### config.mk
export PLATFORM = sky130hd
export DESIGN_NAME = pc_fetch_gen
export DESIGN_NICKNAME = d
export VERILOG_FILES = /design/src/rtl/pc_fetch_gen.sv
export SDC_FILE = /design/constraint.sdc
export NUM_CORES = 1
export LEC_CHECK = 0
export CORE_ASPECT_RATIO = 1.4
export CORE_UTILIZATION = 40
export DETAILED_ROUTE_END_ITERATION = 10
export GPL_TIMING_DRIVEN = 0
export HOLD_SLACK_MARGIN = 0.12
export PLACE_DENSITY = 0.73
export SKIP_CTS_REPAIR_TIMING = 1
export SYNTH_ARGS = -nofsm -noshare
export SYNTH_HDL_FRONTEND = slang
export SYNTH_SLANG_ARGS = --single-unit
### constraint.sdc
create_clock -name i_clk -period 3.39 [get_ports i_clk]
set_input_delay 0.5085 -clock i_clk [delete_from_list [all_inputs] [get_ports i_clk]]
set_output_delay 0.5085 -clock i_clk [all_outputs]
set_load 0.02 [all_outputs]
### src/rtl/pc_fetch_gen.sv
//------------------------------------------------------------------------------
// pc_fetch_gen
//   Next-PC generator for the core front end. Owns the fetch PC and presents
//   a valid/ready request to instruction memory. Supports sequential +2/+4
//   increment, prioritised trap/branch redirects, stall back-pressure, a
//   one-entry pending-redirect buffer and a kill flag for stale fetches.
//
// Optional feature macro: PC_MISALIGN_CHK_EN
//   When defined, misaligned branch targets are dropped and reported on
//   o_misalign / o_misalign_addr. When undefined, low bits are silently cleared.
//
// Ports:
//   i_clk, i_rst        clock, asynchronous active-high reset
//   i_stall             IF back-pressure, suppresses new requests only
//   i_inc_half          last accepted instruction was compressed (+2)
//   i_redirect_valid/pc branch/jump redirect from EX
//   i_trap_valid/pc     trap/mret redirect from CSR unit
//   o_req_valid/addr    fetch request to instruction memory
//   i_req_ready         memory accepts the request
//   o_req_kill          accepted request is stale, IF drops its response
//   o_misalign(_addr)   (optional) misaligned branch report
//   o_pc_curr           current fetch PC
//------------------------------------------------------------------------------
module pc_fetch_gen #(
  parameter int                 XLEN     = 32,
  parameter logic [XLEN-1:0]    RESET_PC = 32'h4000_0000,
  parameter bit                 C_EXT    = 1'b1
) (
  input  logic            i_clk,
  input  logic            i_rst,
  input  logic            i_stall,
  input  logic            i_inc_half,
  input  logic            i_redirect_valid,
  input  logic [XLEN-1:0] i_redirect_pc,
  input  logic            i_trap_valid,
  input  logic [XLEN-1:0] i_trap_pc,
  output logic            o_req_valid,
  output logic [XLEN-1:0] o_req_addr,
  input  logic            i_req_ready,
  output logic            o_req_kill,
`ifdef PC_MISALIGN_CHK_EN
  output logic            o_misalign,
  output logic [XLEN-1:0] o_misalign_addr,
`endif
  output logic [XLEN-1:0] o_pc_curr
);

  typedef enum logic [1:0] {
    ST_BOOT = 2'd0,
    ST_IDLE = 2'd1,
    ST_REQ  = 2'd2
  } state_t;

  // Clear the bits that cannot be set in a legal fetch address.
  function automatic logic [XLEN-1:0] align_addr(input logic [XLEN-1:0] addr);
    logic [XLEN-1:0] res;
    res    = addr;
    res[0] = 1'b0;
    if (!C_EXT) begin
      res[1] = 1'b0;
    end else begin
      res[1] = addr[1];
    end
    return res;
  endfunction

  state_t          state_r, state_n;
  logic [XLEN-1:0] pc_r, pc_n;
  logic            req_valid_r;
  logic            pend_valid_r, pend_valid_n;
  logic            pend_trap_r, pend_trap_n;
  logic [XLEN-1:0] pend_pc_r, pend_pc_n;
  logic            kill_owed_r, kill_owed_n;
  logic            accept_s;
  logic            redir_ok_s;
  logic [XLEN-1:0] inc_s;
  logic [XLEN-1:0] trap_tgt_s;
  logic [XLEN-1:0] redir_tgt_s;

`ifdef PC_MISALIGN_CHK_EN
  // A branch target is illegal when it has bits set that alignment would drop.
  function automatic logic is_misaligned(input logic [XLEN-1:0] addr);
    return addr[0] | (C_EXT ? 1'b0 : addr[1]);
  endfunction

  logic            redir_bad_s;
  logic            misalign_r;
  logic [XLEN-1:0] misalign_addr_r;

  assign redir_bad_s = i_redirect_valid & is_misaligned(i_redirect_pc);
  assign redir_ok_s  = i_redirect_valid & ~redir_bad_s;

  // Misalign report: one-cycle pulse plus the raw offending target.
  always_ff @(posedge i_clk or posedge i_rst) begin
    if (i_rst) begin
      misalign_r      <= 1'b0;
      misalign_addr_r <= {XLEN{1'b0}};
    end else begin
      misalign_r <= redir_bad_s;
      if (redir_bad_s) begin
        misalign_addr_r <= i_redirect_pc;
      end
    end
  end

  assign o_misalign      = misalign_r;
  assign o_misalign_addr = misalign_addr_r;
`else
  assign redir_ok_s = i_redirect_valid;
`endif

  assign accept_s    = (state_r == ST_REQ) & i_req_ready;
  assign inc_s       = (C_EXT && i_inc_half) ? XLEN'(3'd2) : XLEN'(3'd4);
  assign trap_tgt_s  = align_addr(i_trap_pc);
  assign redir_tgt_s = align_addr(i_redirect_pc);

  // Next-state, next-PC and pending-buffer decisions.
  always_comb begin
    state_n      = state_r;
    pc_n         = pc_r;
    pend_valid_n = pend_valid_r;
    pend_trap_n  = pend_trap_r;
    pend_pc_n    = pend_pc_r;
    kill_owed_n  = kill_owed_r;
    case (state_r)
      ST_BOOT, ST_IDLE: begin
        if (state_r == ST_BOOT) begin
          state_n = ST_REQ;
        end else if (!i_stall) begin
          state_n = ST_REQ;
        end else begin
          state_n = ST_IDLE;
        end
        // No request is outstanding, so targets load straight into the PC.
        if (i_trap_valid) begin
          pc_n = trap_tgt_s;
        end else if (redir_ok_s) begin
          pc_n = redir_tgt_s;
        end else begin
          pc_n = pc_r;
        end
      end
      ST_REQ: begin
        if (i_req_ready) begin
          state_n      = i_stall ? ST_IDLE : ST_REQ;
          pend_valid_n = 1'b0;
          pend_trap_n  = 1'b0;
          kill_owed_n  = 1'b0;
          if (i_trap_valid) begin
            pc_n = trap_tgt_s;
          end else if (pend_valid_r && pend_trap_r) begin
            pc_n = pend_pc_r;
          end else if (redir_ok_s) begin
            pc_n = redir_tgt_s;
          end else if (pend_valid_r) begin
            pc_n = pend_pc_r;
          end else begin
            pc_n = pc_r + inc_s;
          end
        end else begin
          // Request held stable; park the target and mark this request stale.
          state_n = ST_REQ;
          if (i_trap_valid) begin
            pend_valid_n = 1'b1;
            pend_trap_n  = 1'b1;
            pend_pc_n    = trap_tgt_s;
            kill_owed_n  = 1'b1;
          end else if (redir_ok_s) begin
            kill_owed_n = 1'b1;
            if (pend_valid_r && pend_trap_r) begin
              pend_valid_n = pend_valid_r;
            end else begin
              pend_valid_n = 1'b1;
              pend_trap_n  = 1'b0;
              pend_pc_n    = redir_tgt_s;
            end
          end else begin
            kill_owed_n = kill_owed_r;
          end
        end
      end
      default: begin
        state_n      = ST_BOOT;
        pc_n         = RESET_PC;
        pend_valid_n = 1'b0;
        pend_trap_n  = 1'b0;
        kill_owed_n  = 1'b0;
      end
    endcase
  end

  // State, PC and pending-buffer registers.
  always_ff @(posedge i_clk or posedge i_rst) begin
    if (i_rst) begin
      state_r      <= ST_BOOT;
      pc_r         <= RESET_PC;
      req_valid_r  <= 1'b0;
      pend_valid_r <= 1'b0;
      pend_trap_r  <= 1'b0;
      pend_pc_r    <= {XLEN{1'b0}};
      kill_owed_r  <= 1'b0;
    end else begin
      state_r      <= state_n;
      pc_r         <= pc_n;
      req_valid_r  <= (state_n == ST_REQ);
      pend_valid_r <= pend_valid_n;
      pend_trap_r  <= pend_trap_n;
      pend_pc_r    <= pend_pc_n;
      kill_owed_r  <= kill_owed_n;
    end
  end

  assign o_req_valid = req_valid_r;
  assign o_req_addr  = pc_r;
  assign o_pc_curr   = pc_r;
  assign o_req_kill  = accept_s & kill_owed_r;

endmodule

**Yosys cells after proc, flatten, opt, wreduce, memory -nomap -nowiden**

Index checks and enable logic that the tools add are counted.

- Add/sub/neg operators: 1
- Multipliers: 0
- Divide/modulo/power cells: 0
- Order comparisons: 0
- Eq/ne operators: 8
- Shift operators: 0
- Mux-type cells: 30
- Bitwise logic cells: 4
- Reductions and logical operators: 8

Operators with widths:

| operator | number |
|---|---|
| two-way mux 32 bit | 10 |
| case mux 32 bit (2 select lines) | 1 |
| adder 32 x 3 -> 32 bit | 1 |
| two-way mux 1 bit | 11 |
| != test 4 bit, second input constant | 2 |
| two-way mux 2 bit | 3 |
| case mux 1 bit (2 select lines) | 3 |
| == test 2 bit, second input constant | 2 |
| != test 2 bit, second input constant | 2 |
| case mux 2 bit (2 select lines) | 1 |
| AND reduction 2 bit | 2 |
| AND reduction 4 bit | 1 |
| two-way mux 3 bit | 1 |
| != test 3 bit, second input constant | 1 |
| AND reduction 3 bit | 1 |
| bitwise AND 1 bit | 2 |
| == test 2 x 1 -> 1 bit, second input constant | 1 |
| zero test 2 bit | 1 |
| NOT 1 bit | 2 |
| nonzero test 2 bit | 1 |
| OR reduction 2 bit | 1 |
| logical AND 1 bit | 1 |

- Register bits after elaboration: 70
- Bits in latches: 0
- Bits in writable memories: 0
- Bits in read-only memories: 0
- Input bits: 71
- Output and inout bits: 66
- Word-level logic and storage cells: 58
- Memories kept: 0

**Depth between registers and ports, before layout**

Gate-level depths: netlist of run 1.

- Word-level depth: 8
- Gate-level depth with buffers: 8
- Depth with buffers taken out: 7

**Least setup slack after synthesis of run 1**

Ideal clock, no wire load.

- Kind: in2reg
- Start point: in i_inc_half
- End point: reg pc_r[16], in the netlist o_pc_curr[16]
- Setup time: 0.129 ns
- Data arrival time: 2.066 ns
- Setup slack: 1.194 ns
- Stages on the path: 7
- Buffers on the path: 0
- Cell sequence: inv_1 -> ha_1 -> a21oi_1 -> or4_4 -> o21ai_0 -> a31oi_1 -> o41a_1

- Longest elaborated chain between the ends: 8

Ends and longest elaborated chain:

| item | RTL line | source |
|---|---|---|
| start, declared | 32 | `input logic i_inc_half,` |
| two-way mux 3 bit | 113 | `assign inc_s = (C_EXT && i_inc_half) ? XLEN'(3'd2) : XLEN'(3'd4);` |
| adder 32 x 3 -> 32 bit | 158 | `pc_n = pc_r + inc_s;` |
| two-way mux 32 bit | 155 | `end else if (pend_valid_r) begin` |
| two-way mux 32 bit | 153 | `end else if (redir_ok_s) begin` |
| two-way mux 32 bit | 151 | `end else if (pend_valid_r && pend_trap_r) begin` |
| two-way mux 32 bit | 149 | `if (i_trap_valid) begin` |
| two-way mux 32 bit | 144 | `if (i_req_ready) begin` |
| case mux 32 bit (2 select lines) | 125 | `case (state_r)` |
| end signal, assigned | 204 | `pc_r <= pc_n;` |
| end, declared | 68 | `logic [XLEN-1:0] pc_r, pc_n;` |

Every way passes these cells. The select of a mux whose other input is x is not followed.
A chain may end at the register's enable or synchronous reset.

**Worst setup path in the final report of run 1**

- Start point: reg state_r[0]
- End point: out o_req_kill

- Longest elaborated chain between the ends: 3

Ends and longest elaborated chain:

| item | RTL line | source |
|---|---|---|
| start, declared | 67 | `state_t state_r, state_n;` |
| start signal, assigned | 203 | `state_r <= state_n;` |
| == test 2 bit | 112 | `assign accept_s = (state_r == ST_REQ) & i_req_ready;` |
| bitwise AND 1 bit | 112 |  |
| bitwise AND 1 bit | 216 | `assign o_req_kill = accept_s & kill_owed_r;` |
| end, declared | 40 | `output logic o_req_kill,` |

Every way passes these cells.

==> results of run 1 <==
final timing paths:
check                      cells past startpoint          start       endpoint
max                                            7     state_r[0]     o_req_kill
min                                            2  pend_pc_r[31]  pend_pc_r[31]
max reg2reg                                    6    pend_trap_r  pend_pc_r[19]
min reg2reg                                    2  pend_pc_r[31]  pend_pc_r[31]
max in group asynchronous                      3          i_rst  o_pc_curr[30]
min in group asynchronous                      2          i_rst   pend_pc_r[9]
flip-flops by register name, summed over array words and instances, names as in the netlist:
register	cells
kill_owed_r	1
pend_valid_r	1
pend_trap_r	1
o_req_valid	1
pend_pc_r	31
state_r	2
o_pc_curr	31
metrics by stage:
| step | util | setup WS (ns) | total power, mW |
|---|---|---|---|
| 2_1_floorplan | - | 1.172 | 2.602 |
| 3_3_place_gp | 0.5268 | -0.2227 | 3.533 |
| 3_5_place_dp | 0.5291 | 0.1425 | 3.585 |
| 4_1_cts | 0.5565 | 0.2743 | 4.714 |
| 5_1_grt | 0.5565 | 0.1759 | 4.969 |
| 6_report | 0.5565 | 0.2461 | 4.754 |
logic make-up (layout without fill, tap and decap cells):
| logic type | count (synthesis) | after routing | synth area share |
|---|---|---|---|
| buffers and inverters | 95 | 243 | 0.1078 |
| adder cells (fa/ha/maj) | 3 | 3 | 0.008589 |
| XOR/XNOR | 11 | 11 | 0.01837 |
| flip-flops | 68 | 68 | 0.3247 |
| AND/OR/NAND/NOR | 204 | 204 | 0.2021 |
| other | 1 | 2 | 0.0007151 |
| multiplexers | 27 | 27 | 0.05178 |
| AO/OA/AOI/OAI | 226 | 226 | 0.2859 |
cells in the final DEF (no fill, tap or decap), drive strengths merged, types with 4 or more instances in the layout:
cell | Yosys | final
a211o | 5 | 5
a211oi | 6 | 6
a21boi | 7 | 7
a21o | 5 | 5
a21oi | 36 | 36
a221o | 5 | 5
a221oi | 7 | 7
a2bb2oi | 6 | 6
a31oi | 7 | 7
a32oi | 4 | 4
and3 | 6 | 6
and4 | 6 | 6
buf | 47 | 48
clkbuf | 33 | 43
clkdlybuf4s50 | 0 | 131
dfrtp | 67 | 67
inv | 14 | 14
mux2i | 26 | 26
nand2 | 78 | 78
nand2b | 6 | 6
nand3 | 19 | 19
nand4 | 11 | 11
nor2 | 30 | 30
nor3 | 20 | 20
nor4 | 5 | 5
o211ai | 5 | 5
o21a | 4 | 4
o21ai | 75 | 75
o21bai | 5 | 5
o221ai | 12 | 12
o22ai | 4 | 4
o31ai | 6 | 6
or2 | 4 | 4
or3 | 5 | 5
xnor2 | 4 | 4
xor2 | 7 | 7
critical path, delay by kind of cell (launching register included):
kind | cells | cell delay (ns)
simple gates | 3 | 0.38
flops | 1 | 0.32
buf+inv | 4 | 1.60
area by class of cell:
cell class,count,area (um2)
repair buffers,132,1339
clock buffers,10,239.0
well taps,153,191.4
plain buffers,80,509.2
flip-flops and latches,68,1703
multi-input cells,473,2979
clock inverters,6,111.4
fillers,1190,5683
inverters,15,58.81
metal layers:
layer | global-route usage | routed length (um) | up-vias
li1 | - | - | 2630
met1 | 0.3871 | 7948 | 2821
met2 | 0.5462 | 10520 | 437
met3 | 0.06038 | 2038 | 107
met4 | 0.2421 | 1396 | 0
met5 | 0 | 0 | -
where the power goes:
group | internal [mW] | leakage [nW] | total [mW] | switching [mW]
registers | 1.06 | 0.834 | 1.41 | 0.347
clock network | 0.739 | 0.169 | 1.13 | 0.396
logic | 1.02 | 1.91 | 2.21 | 1.19
total | 2.83 | 2.91 | 4.75 | 1.93
==> metrics.txt, run 1 <==
status finished clean; number of failing hold endpoints at the final stage 0; die extent in x 98.77 um; max-slew violation total from the final report 0; synthesized area divided by synthesized cell count 8.258 um2; part of the Yosys area used for sequential elements 0.3247; gpl congestion 0.9631; worst hold slack after final layout 0.4814 ns; global-route wire length before repair 33600 um; area of the mapped netlist 5244 um2; via density per instance 6.398; area of placed instances 6780 um2; std cell rows 49; distinct cell type count of the synthesized netlist 80; maximum clock insertion buffer count 2; number of placed instances, taps included 921; slack of the worst reg-to-reg path 0.64 ns; Finished Layout Cells 937; FFs w/ async S/R, synth 1.000; Worst Max-Slew Pin Slew 1.044 ns; count of input and output buffers 131; top-level I/O count 137; final-layout setup total negative slack 0 ns; count of max-cap constraint violations 0; floorplan die area 13580 um2; maximum number of pins on one net before global-route repair 47; antenna violation net count after detailed routing 0; number of detailed-routing iterations run before antenna repair 5; number of enable-type register cells in the synthesized netlist 0; crit path kind register to output port; library cell occupying the most area in the post-synthesis netlist sky130_fd_sc_hd__dfrtp_1; Initial Util 0.4092; ratio of final minimum period to clock period 0.9274; latest clock arrival within the worst-skew pair 0.35 ns; total routing resource utilization after global routing 0.3313; clock buffer count from CTS 9; proportion of layout cells with a drive suffix above 1 0.1097; clock edge transition at the registers on the reported setup and hold paths 0.06 ns; number of antenna violations at the first check in global routing 0; Core Footprint 12810 um2; highest ir drop seen on vdd 0.3271 mV; mean routed wirelength per cell 23.37 um; class of the worst hold path register to register; antenna fix cells 0; most repeated cell in the gate-level netlist after synthesis sky130_fd_sc_hd__nand2_1; Top cell by count, worst path sky130_fd_sc_hd__clkbuf_1; number of levels in the clock H-tree 3; data required time of the worst path 2.88 ns; number of failing setup endpoints in the final timing report 0; half-perimeter wire length of the detailed placement result 15960 um; maximum fanout encountered on the critical timing path 10; Area Growth Syn to Fin 35.98%; time the worst path needs with I/O delays and setup 3.144 ns; largest clock skew in the final design 0.007226 ns; number of global-route vias before repair 6022; Leakage 2.912 nW; synthesized instance count 635; Startpoint Class register; Die Y 137.5 um; slowest CP cell sky130_fd_sc_hd__clkdlybuf4s50_1; Max Clock Freq 318.1 MHz; number of sinks handled by clock tree synthesis 68; area share of the leading cell type in the synthesized netlist 0.3197; Total Wirelength 21900 um; Max transition margin 0.3027; CTS Root Buffer Type sky130_fd_sc_hd__clkbuf_16; leading register cell type out of synthesis sky130_fd_sc_hd__dfrtp_1; most common library cells after synthesis 78 x sky130_fd_sc_hd__nand2_1, 74 x sky130_fd_sc_hd__o21ai_0, 67 x sky130_fd_sc_hd__dfrtp_1; fin area 7131 um2; category of the worst setup path capture point output port; cells along the critical path clkbuf_1 > nor2b_1 > clkbuf_1 > nand2_1 > clkbuf_1 > nor2_1 > clkdlybuf4s50_1; GRT Residual Overflow 0; violation count after the first detailed-route iteration 592; maximum single-stage delay on the critical path 0.56 ns; DR vias 5995; Syn. warnings 0; DRC viols 0; unrepaired setup endpoints after global routing false; clock tree from TritonCTS yes; number of synthesized register bits 68; Final Net Count 853; leading cell types by total area after synthesis sky130_fd_sc_hd__dfrtp_1 32%, sky130_fd_sc_hd__o21ai_0 7.1%, sky130_fd_sc_hd__nand2_1 5.6%; pwr/cell area 666.7 nW/um2; signal arrival time at the worst endpoint 2.64 ns
Note: power is estimated with default switching activity, not from simulation.
==> inputs of run 2 (changes only) <==
CAP_MARGIN = 20   (was not set)
CELL_PAD_IN_SITES_DETAIL_PLACEMENT = 0   (was not set)
CELL_PAD_IN_SITES_GLOBAL_PLACEMENT = 1   (was not set)
CORE_ASPECT_RATIO = 1.25   (was 1.4)
CORE_UTILIZATION = 39   (was 40)
PLACE_DENSITY = 0.91   (was 0.73)
==> run 2 against run 1 <==
The run now ends with DRC left. Combinational power hardly changed. Maximum frequency down 1.8%. Final cell count is 2.0% higher. Clock skew rose by 0.00079 ns. Critical path type unchanged. Critical endpoint unchanged. Largest cell class unchanged. Highest routed layer unchanged.
==> metrics.txt, run 2 (synthesis results as in run 1) <==
number of global-route vias before repair 5905 (was 6022); hold-critical path depth 2 (unchanged); latest clock arrival within the worst-skew pair 0.34 ns (was 0.35 ns); total power 4.634 mW (was 4.754 mW); crit path kind register to output port (unchanged); Top cell by count, worst path sky130_fd_sc_hd__clkbuf_1 (unchanged); number of detailed-routing iterations run before antenna repair 8 (was 5); data required time of the worst path 2.88 ns (about the same); violation count after the first detailed-route iteration 721 (was 592); total routing resource utilization after global routing 0.3292 (was 0.3313); Startpoint Class register (unchanged); class of the worst hold path register to register (unchanged); clock edge transition at the registers on the reported setup and hold paths 0.06 ns (about the same); Area Growth Syn to Fin 35.58% (was 35.98%); time the worst path needs with I/O delays and setup 3.203 ns (was 3.144 ns); cell type group with the largest total delay on the critical path buffers and inverters (unchanged); highest ir drop seen on vdd 0.2961 mV (was 0.3271 mV); number of cells on the worst reg-to-reg path 6 (unchanged); Final Util 0.5397 (was 0.5565); number of failing setup endpoints in the final timing report 0 (unchanged); Max transition margin 0.3090 (was 0.3027); GRT Residual Overflow 0 (unchanged); std cell rows 47 (was 49); die extent in x 105.7 um (was 98.77 um); antenna violation net count after detailed routing 0 (unchanged); half-perimeter wire length of the detailed placement result 16110 um (was 15960 um); cells along the critical path clkbuf_1 > nor2b_1 > clkbuf_1 > nand2_1 > clkbuf_1 > nor2_1 > clkdlybuf4s50_1 (unchanged); category of the worst setup path capture point output port (unchanged); global-route wire length before repair 34750 um (was 33600 um); Total Wirelength 22650 um (was 21900 um); Max Clock Freq 312.2 MHz (was 318.1 MHz); maximum single-stage delay on the critical path 0.59 ns (was 0.56 ns); count of cell instances traversed by the critical path 7 (unchanged); number of failing hold endpoints at the final stage 0 (unchanged); unrepaired setup endpoints after global routing false (unchanged); Final Net Count 853 (unchanged); violations in the final reports DRC; number of buffers and inverters on the critical path 4 (unchanged); largest clock skew in the final design 0.008021 ns (was 0.007226 ns); Leakage 2.891 nW (was 2.912 nW); CTS Root Buffer Type sky130_fd_sc_hd__clkbuf_16 (unchanged); signal arrival time at the worst endpoint 2.69 ns (was 2.64 ns); Core Footprint 13170 um2 (was 12810 um2); count of input and output buffers 131 (unchanged); maximum fanout encountered on the critical timing path 10 (unchanged); ratio of final minimum period to clock period 0.9449 (was 0.9274); Die Y 131.6 um (was 137.5 um); most frequent cells in the layout 131 x sky130_fd_sc_hd__clkdlybuf4s50_1, 78 x sky130_fd_sc_hd__nand2_1, 74 x sky130_fd_sc_hd__o21ai_0 (unchanged); via density per instance 6.381 (was 6.398); Worst Max-Slew Pin Slew 1.034 ns (was 1.044 ns); number of antenna violations at the first check in global routing 1 (was 0); worst-case setup margin in the final layout 0.1868 ns (was 0.2461 ns); clock tree from TritonCTS yes (unchanged); proportion of layout cells with a drive suffix above 1 0.1084 (was 0.1097); number of levels in the clock H-tree 3 (unchanged); maximum clock insertion buffer count 2 (unchanged); DR vias 6100 (was 5995); max-slew violation total from the final report 0 (unchanged); pre-CTS WS 0.1180 ns (was 0.1425 ns); gpl congestion 0.9272 (was 0.9631); Initial Util 0.3981 (was 0.4092); status finished with violations (was finished clean); slowest CP cell sky130_fd_sc_hd__clkbuf_1 (was sky130_fd_sc_hd__clkdlybuf4s50_1); floorplan die area 13920 um2 (was 13580 um2); clock buffer count from CTS 9 (unchanged); leading cell type in the layout, fill and taps excluded sky130_fd_sc_hd__clkdlybuf4s50_1 (unchanged); mean routed wirelength per cell 23.70 um (was 23.37 um); top-level I/O count 137 (unchanged); slack of the worst reg-to-reg path 0.69 ns (was 0.64 ns); DRC viols 1 (was 0); pwr/cell area 651.8 nW/um2 (was 666.7 nW/um2); final-layout setup total negative slack 0 ns (unchanged); maximum number of pins on one net before global-route repair 40 (was 47); number of sinks handled by clock tree synthesis 68 (unchanged); count of max-cap constraint violations 0 (unchanged)
==> run 2: changes by cell type in the layout (fill, tap and decap cells not counted), sizes merged <==
cell    before  now
bufinv       3    1
clkbuf      43   45
diode        0    1
==> run 2: final cells by class <==
class / instances / area [um2]
multi-input combinational: 473 / 2979
timing repair buffer: 132 / 1339
antenna: 1 / 2.502
inverter: 15 / 58.81
clock inverter: 4 / 47.55
sequential: 68 / 1703
clock buffer: 12 / 256.5
tap: 171 / 214.0
fill: 1249 / 6063
buffer: 80 / 509.2
==> run 2: layer usage <==
layer / part of all wire / global-route usage / up-vias
met2: 0.48 / 0.5414 / 420
met4: 0.042 / 0.1574 / 0
met1: 0.38 / 0.4107 / 2967
met5: 0 / 0 / -
li1: - / - / 2636
met3: 0.099 / 0.06448 / 77
==> run 2: final timing paths <==
| path | endpoint | startpoint |
|---|---|---|
| min | pend_pc_r[30] | pend_pc_r[30] |
| max reg2reg | pend_pc_r[23] | pend_trap_r |
| max in group asynchronous | o_pc_curr[18] | i_rst |
| min reg2reg | pend_pc_r[30] | pend_pc_r[30] |
| min in group asynchronous | o_pc_curr[2] | i_rst |
| max | o_req_kill | state_r[0] |
==> run 2: metrics by stage <==
step | hold WS (ns) | std cells | instance area [um2]
6_report | 0.4806 | 956 | 7109
5_1_grt | 0.5119 | 956 | 7109
4_1_cts | 0.4785 | 955 | 7107
3_5_place_dp | 0.4656 | 939 | 6803
3_3_place_gp | 0.4608 | 938 | 6773
2_1_floorplan | 0.4447 | 636 | 5248
==> run 2: power by group <==
| group | switching [mW] | internal (mW) | leakage, nW |
|---|---|---|---|
| logic | 1.20 | 1.02 | 1.91 |
| registers | 0.355 | 1.06 | 0.834 |
| clock network | 0.385 | 0.608 | 0.149 |
==> run 2: worst register-to-register path: stages, from the launching register on <==
cell and delay (ns):
sky130_fd_sc_hd__dfrtp_1 0.36, sky130_fd_sc_hd__clkbuf_1 0.17, sky130_fd_sc_hd__a21boi_1 0.85, sky130_fd_sc_hd__o211ai_1 0.50, sky130_fd_sc_hd__clkbuf_1 0.43, sky130_fd_sc_hd__nand2_1 0.17, sky130_fd_sc_hd__o21ai_0 0.09
